===== src/rtl/dm_port_arbiter.sv =====
// Shares the single-port data memory between the MEM stage and a debug/loader port.
// CPU has priority; a waiting debug request is force-granted (with a pipeline stall) after MAX_WAIT cycles.
module dm_port_arbiter #(
  parameter int unsigned MAX_WAIT = 4,
  parameter int unsigned CNT_W    = 8
) (
  input  logic        clk,
  input  logic        rst,
  input  logic        cpu_mem_read,
  input  logic        cpu_mem_write,
  input  logic [31:0] cpu_addr,
  input  logic [31:0] cpu_wdata,
  output logic [31:0] cpu_rdata,
  output logic        cpu_stall,
  input  logic        dbg_req,
  input  logic        dbg_we,
  input  logic [31:0] dbg_addr,
  input  logic [31:0] dbg_wdata,
  output logic        dbg_ack,
  output logic [31:0] dbg_rdata,
  output logic [31:0] dm_addr,
  output logic [31:0] dm_wdata,
  output logic        dm_read,
  output logic        dm_write,
  input  logic [31:0] dm_rdata
);

  typedef enum logic [0:0] {
    CPU_OWN = 1'b0,
    DBG_ACK = 1'b1
  } state_t;

  localparam logic [CNT_W-1:0] WAIT_LIMIT = CNT_W'(MAX_WAIT);
  localparam logic [CNT_W-1:0] CNT_MAX    = '1;

  state_t           state;
  state_t           state_nxt;
  logic [CNT_W-1:0] wait_cnt;
  logic [CNT_W-1:0] wait_cnt_nxt;
  logic             cpu_act;
  logic             grant;

  assign cpu_act = cpu_mem_read | cpu_mem_write;

  always_ff @(posedge clk or posedge rst) begin
    if (rst) begin
      state    <= CPU_OWN;
      wait_cnt <= '0;
    end else begin
      state    <= state_nxt;
      wait_cnt <= wait_cnt_nxt;
    end
  end

  always_comb begin
    state_nxt    = state;
    wait_cnt_nxt = wait_cnt;
    grant        = 1'b0;
    case (state)
      CPU_OWN: begin
        grant = dbg_req & (~cpu_act | (wait_cnt >= WAIT_LIMIT));
        if (grant) begin
          state_nxt    = DBG_ACK;
          wait_cnt_nxt = '0;
        end else if (dbg_req & cpu_act) begin
          if (wait_cnt != CNT_MAX) wait_cnt_nxt = wait_cnt + CNT_W'(1);
        end else if (!dbg_req) begin
          // covers an abandoned request as well as the idle case
          wait_cnt_nxt = '0;
        end
      end
      // dbg_req is deliberately ignored here so the CPU always gets this slot
      DBG_ACK: state_nxt = CPU_OWN;
      default: state_nxt = CPU_OWN;
    endcase
  end

  always_comb begin
    if (grant) begin
      dm_addr  = dbg_addr;
      dm_wdata = dbg_wdata;
      dm_write = ~rst & dbg_we;
      dm_read  = ~rst & ~dbg_we;
    end else begin
      dm_addr  = cpu_addr;
      dm_wdata = cpu_wdata;
      dm_write = ~rst & cpu_mem_write;
      dm_read  = ~rst & cpu_mem_read & ~cpu_mem_write;
    end
  end

  assign cpu_stall = ~rst & grant & cpu_act;
  assign cpu_rdata = dm_rdata;
  assign dbg_ack   = (state == DBG_ACK);

  always_ff @(posedge clk or posedge rst) begin
    if (rst) begin
      dbg_rdata <= '0;
    end else if (grant & ~dbg_we) begin
      dbg_rdata <= dm_rdata;
    end
  end

endmodule


===== config.mk =====
export PLATFORM = sky130hd
export DESIGN_NAME = dm_port_arbiter
export DESIGN_NICKNAME = d
export VERILOG_FILES = /design/src/rtl/dm_port_arbiter.sv
export SDC_FILE = /design/constraint.sdc
export NUM_CORES = 1
export LEC_CHECK = 0
export ABC_AREA = 0
export CELL_PAD_IN_SITES_DETAIL_PLACEMENT = 0
export CELL_PAD_IN_SITES_GLOBAL_PLACEMENT = 1
export CORE_MARGIN = 2
export CORE_UTILIZATION = 20
export DETAILED_ROUTE_END_ITERATION = 7
export GPL_ROUTABILITY_DRIVEN = 0
export PLACE_DENSITY_LB_ADDON = 0.1
export RECOVER_POWER = 25
export SYNTH_ARGS = -nofsm -noshare
export SYNTH_HDL_FRONTEND = slang
export SYNTH_SLANG_ARGS = --single-unit

===== constraint.sdc =====
create_clock -name clk -period 2.08 [get_ports clk]
set_input_delay 0.312 -clock clk [delete_from_list [all_inputs] [get_ports clk]]
set_output_delay 0.312 -clock clk [all_outputs]
set_load 0.02 [all_outputs]

==> flow_summary.json <==
{
  "die_h_um": 122.9,
  "setup.worst_path.class": "register to output port",
  "max_freq_mhz": 415.4,
  "tns_ns": -17.14,
  "floorplan.initialDensity_pct": 20.43,
  "groute.usage.overall_pct": 14.58,
  "power.density_cell_area_nw_per_um2": 618.8,
  "cts_tree": "built",
  "insertion_delay_ns": 0.28,
  "routed-wl-met2_um": 6586,
  "irDropWorstVdd_v": 0.0003358,
  "totalWireLength_um": 12070,
  "worst_ep_required_time_ns": 1.77,
  "critical_path.endpoint_type": "output port",
  "syn_nets": 388,
  "post_synthesis_sequential_area_ratio_pct": 36.32,
  "cts-htree-levels": 2,
  "wl_met1_um": 3948,
  "detailedRoute.firstIterationViolations": 50,
  "wire_length_of_the_first_global_routing_pass_um": 16350,
  "floorplan.io_pins": 298,
  "via_per_inst": 4.029,
  "metal3_wl_um": 1357,
  "worstPathArrival_ns": 2.10,
  "core_area_um2": 13830,
  "detailroute.via_count": 2816,
  "fp.dieW_um": 122.9,
  "die_area_um2": 15090,
  "drv_cap": 0,
  "placement_stage_cell_area_um2": 5864,
  "cell_count_after_synthesis": 220,
  "total_leakage_power_nw": 2.664,
  "timing_worst_slew_pin_value_ns": 1.038,
  "failed_checks": "negative setup slack",
  "port-buffer-count": 297,
  "numClockSinks": 41,
  "detailed_place_hpwl_um": 9936,
  "finalNonFillerCells": 699,
  "ant_nets": 0,
  "final_net_count": 686,
  "post-layout-total-power_mw": 3.759,
  "timing_hold_violations_final": 0,
  "total_drc_errors_in_the_routed_layout": 0,
  "setup_repair_after_global_routing_missed_its_margin": "true",
  "detail_route.first_pass.iterations": 3,
  "worst_slew_margin_rel_pct": 30.81,
  "yosys.cell_types.count": 28,
  "postSynthAreaPerCell_um2": 12.84,
  "setup_slack_ns": -0.3274,
  "hold_buffer_count_at_cts": 0,
  "synth.cell_area_um2": 2825,
  "core.rowCount": 43,
  "skew_ns": 0.006506,
  "hp-class": "register to register",
  "diodes": 0,
  "number_of_warning_messages_in_the_yosys_log": 0,
  "placed_cells_incl_taps": 675,
  "top_layer_used": "met4",
  "finalInstanceArea_um2": 6075,
  "pre_cts_slack_ns": -0.5863,
  "holdWs_ns": 0.5047,
  "final_period_minus_worst_setup_slack_ns": 2.407,
  "clkSlewWorstSetupHoldPaths_ns": 0.06,
  "first_global_vias": 2946,
  "largest_net_degree_at_the_start_of_global_routing": 42,
  "area_growth_syn_to_layout_pct": 115.0,
  "avgRoutedWirePerCell_um": 17.27,
  "clockBufferDepth": 2,
  "worst_setup_path_start_kind": "register",
  "report.final.setup_viol": 67,
  "total_cts_buffers": 5,
  "clockRootBuffer": "sky130_fd_sc_hd__clkbuf_16",
  "final.period_utilization_pct": 115.7,
  "final_core_util_pct": 43.93,
  "outcome": "complete, but fails checks",
  "antenna_found_initial": 0,
  "globalRoute.totalOverflow": 0,
  "drive_above_1_share_pct": 37.96,
  "timing.critical_path.fanout_max": 8,
  "finalMaxSlewViolations": 0,
  "synth-seq-cells": 41
}
per-layer routing:
layer | up-vias | GRT usage [%]
li1 | 1346 | -
met1 | 1302 | 13.72
met2 | 158 | 28.42
met3 | 10 | 6.134
met4 | 0 | 4.023
met5 | - | 0
area by class of cell:
cell class              instances  area [µm²]
multi-input cells             130        1494
clock inverters                 3       21.27
fillers                      1314        7752
repair buffers                334        3161
clock buffers                   5       125.1
well taps                     180       225.2
inverters                       6       22.52
flip-flops and latches         41        1026
power by group:
| part | total, mW | switching [mW] | internal (mW) | leakage [nW] |
|---|---|---|---|---|
| Sequential | 1.08 | 0.0993 | 0.985 | 0.506 |
| Combinational | 1.91 | 0.785 | 1.12 | 2.09 |
| Clock | 0.765 | 0.319 | 0.446 | 0.0702 |
| Total | 3.76 | 1.20 | 2.56 | 2.66 |
worst max-delay path, cell delays in order, from the launching register on:
cell and delay, ns:
sky130_fd_sc_hd__dfrtp_1 0.41, sky130_fd_sc_hd__nor4_4 0.34, sky130_fd_sc_hd__a31o_4 0.27, sky130_fd_sc_hd__buf_6 0.14, sky130_fd_sc_hd__clkbuf_16 0.16, sky130_fd_sc_hd__mux2_2 0.33
sky130_fd_sc_hd__buf_2 0.16
cell usage after synthesis (all sizes together):
| library cell | count | area, µm² |
|---|---|---|
| a211oi | 1 | 7.510 |
| a21oi | 2 | 10.01 |
| a22o | 1 | 8.760 |
| a311oi | 1 | 26.28 |
| a31o | 1 | 8.760 |
| a31oi | 1 | 6.260 |
| a41oi | 2 | 17.52 |
| and2 | 1 | 6.260 |
| and3 | 2 | 12.51 |
| and4b | 2 | 20.02 |
| buf | 43 | 345.3 |
| dfrtp | 41 | 1026 |
| ha | 2 | 25.02 |
| inv | 6 | 22.52 |
| mux2 | 96 | 1186 |
| nand2 | 3 | 11.26 |
| nand2b | 1 | 6.260 |
| nand4 | 1 | 6.260 |
| nor2 | 9 | 33.78 |
| nor4 | 1 | 21.27 |
| o21ai | 1 | 5.000 |
| o22ai | 1 | 6.260 |
| or2 | 1 | 6.260 |
cells by family (layout without fill, tap and decap cells):
family | Yosys count | count (layout) | share of synthesized area, %
compound gates | 11 | 11 | 3.411
fa+ha+maj | 2 | 2 | 0.8856
buf+inv | 49 | 348 | 13.02
flops | 41 | 41 | 36.32
mux | 96 | 96 | 41.98
simple gates | 21 | 21 | 4.385
worst paths after layout:
path                          startpoint            end  slack, ns  cells after the start
max                          wait_cnt[6]     dm_addr[3]      -0.33                      6
min                        dbg_rdata[31]  dbg_rdata[31]       0.50                      1
max reg2reg                      dbg_ack  dbg_rdata[31]       0.17                      5
min reg2reg                dbg_rdata[31]  dbg_rdata[31]       0.50                      1
max in group asynchronous            rst  dbg_rdata[11]       0.43                      4
min in group asynchronous            rst    wait_cnt[5]       1.00                      4
flip-flops by register name, indices dropped and copies added (netlist names):
register	flops
wait_cnt	8
dbg_ack	1
dbg_rdata	32
repair_timing:
action	CTS	global route
pin swaps	2	2
cloned	0	4
endpoints found under the hold margin	0	0
endpoints found under the setup margin	98	97
resized for setup	222	73
setup buffers	5	9
layout by cell type, fill, tap and decap left out, types with 2 or more instances in the layout:
cell,n
sky130_fd_sc_hd__buf_2,30
sky130_fd_sc_hd__buf_4,45
sky130_fd_sc_hd__clkdlybuf4s50_1,228
sky130_fd_sc_hd__nor2_1,9
sky130_fd_sc_hd__nand2_1,3
sky130_fd_sc_hd__clkbuf_2,2
sky130_fd_sc_hd__mux2_1,18
sky130_fd_sc_hd__and4b_1,2
sky130_fd_sc_hd__mux2_2,39
sky130_fd_sc_hd__mux2_4,39
sky130_fd_sc_hd__dfrtp_1,41
sky130_fd_sc_hd__clkbuf_16,7
sky130_fd_sc_hd__a21oi_1,2
sky130_fd_sc_hd__a41oi_1,2
sky130_fd_sc_hd__buf_6,18
sky130_fd_sc_hd__buf_12,3
sky130_fd_sc_hd__inv_1,5
sky130_fd_sc_hd__ha_1,2
sky130_fd_sc_hd__buf_8,2
Power figures use the tool's default switching activity.
==> variant (config.mk and constraints unchanged) <==
The parameter `CNT_W` goes from 8 to 10.
--- a/src/rtl/dm_port_arbiter.sv
+++ b/src/rtl/dm_port_arbiter.sv
@@ -4,3 +4,3 @@
   parameter int unsigned MAX_WAIT = 4,
-  parameter int unsigned CNT_W    = 8
+  parameter int unsigned CNT_W    = 10
 ) (
Formal check against the unedited RTL: no difference found for any inputs over 10 cycles, from zero or initial values and one cycle with rst high; that may be too few to reach the edited logic, so the function may still have changed.
==> variant against the original RTL <==
- the flow still finishes with violations (negative setup slack)
- area after synthesis barely moved
- sequential power grew 7%
- synthesized cell count rose by 5.0%
- wire length grew 0.17%
- worst hold slack worse by 23 ps
- sequential share of layout area increased by 0.14 points
- count of clock-buffer cells in the layout did not move
- design area increased by 4.0%
- maximum frequency shrank 2.7%
- setup slack got worse by 68 ps
- critical path depth rose by 2
- power rose by 6.4%
- sequential cell count rose by 2
- largest cell class unchanged
- highest routed layer unchanged
==> variant: results (changes against the original RTL) <==
| Metric | Value |
|---|---|
| Post_cts resized | `262 (was 222)` |
| Post-Synthesis Cells | `231 (was 220)` |
| Inverters | `3 (was 6)` |
| Violated checks | `negative setup slack (unchanged)` |
| Synth cell types | `32 (was 28)` |
| Seq/Total Area, Yosys | `38.07% (was 36.32%)` |
| Multi-input gates | `142 (was 130)` |
| Area share of fa/ha/maj cells after synthesis | `0.8853% (was 0.8857%)` |
| Pwr per Cell Area | `633.0 mW/mm^2 (was 618.8 mW/mm^2)` |
| Multi-input gate area | `0.001505 mm^2 (was 0.001494 mm^2)` |
| Setup WS pre-CTS | `-769.5 ps (was -586.3 ps)` |
| Status | `complete, but fails checks (unchanged)` |
| Mux cell area share after synthesis | `39.35% (was 41.98%)` |
| Post-CTS setup buffer count | `23 (was 5)` |
| Synth top area cells | `dfrtp_1 38%, mux2_2 25%, mux2_1 14% (was dfrtp_1 36%, mux2_2 19%, mux2_4 15%)` |
| Fin worst setup slack | `-395.0 ps (was -327.4 ps)` |
| First-pass GRT wire length | `16.84 mm (was 16.35 mm)` |
| Fraction of layout cells with a size suffix above 1 | `37.80% (was 37.96%)` |
| Initial drt markers | `73 (was 50)` |
| Cells after DPL | `686 (was 675)` |
| Synth Net Count | `399 (was 388)` |
| Largest net degree at the start of global routing | `33 (was 42)` |
| Final setup viols | `67 (unchanged)` |
| FF+latch count | `43 (was 41)` |
| Finished Layout Cells | `718 (was 699)` |
| Vias in the first global route | `3030 (was 2946)` |
| Commonest cells in the netlist | `63 x mux2_2, 43 x dfrtp_1, 36 x buf_4 (was 47 x mux2_2, 41 x dfrtp_1, 32 x buf_4)` |
| Initial antenna violation count | `1 (was 0)` |
| Routed vias/inst | `4.123 (was 4.029)` |
| Leak | `2.631 nW (was 2.664 nW)` |
| Layout non-clock buf frac | `53.17% (was 52.03%)` |
| Slew headroom | `44.48% (was 30.81%)` |
| Final clock-cell share | `2.198% (was 2.410%)` |
| Clock share of power | `18.8% (was 20.3%)` |
| CP arrival | `2160 ps (was 2100 ps)` |
| Worst-case clock skew | `9.221 ps (was 6.506 ps)` |
| FILL cells | `1305 (was 1314)` |
| GR Util All Layers | `14.53% (was 14.58%)` |
| VDD IR max | `0.4530 mV (was 0.3358 mV)` |
| Ant. Diodes | `1 (was 0)` |
variant: routing by layer:
layer  share of wire, %  track usage (%)  vias up
li1                   -                -     1412
met1                 36            16.21     1401
met2                 53            26.86      138
met3                 10            4.786        9
met4               0.70            2.730        0
met5                  0                0        -
variant: path summary, 6_finish.rpt:
kind	startpoint	endpoint	slack, ps	cells after the start
min in group asynchronous	rst	wait_cnt[6]	740	3
max in group asynchronous	rst	wait_cnt[1]	720	3
max	wait_cnt[9]	dm_wdata[19]	-400	8
min reg2reg	dbg_rdata[18]	dbg_rdata[18]	480	1
max reg2reg	dbg_ack	wait_cnt[7]	250	4
min	dbg_rdata[18]	dbg_rdata[18]	480	1
variant: stage by stage:
stage | area [um^2] | TNS, ps
after global placement | 5931 | -50660
after CTS | 6315 | -28280
after floorplan | 2838 | 0
after detailed placement | 5931 | -52450
after global routing | 6319 | -22630
final | 6319 | -17010
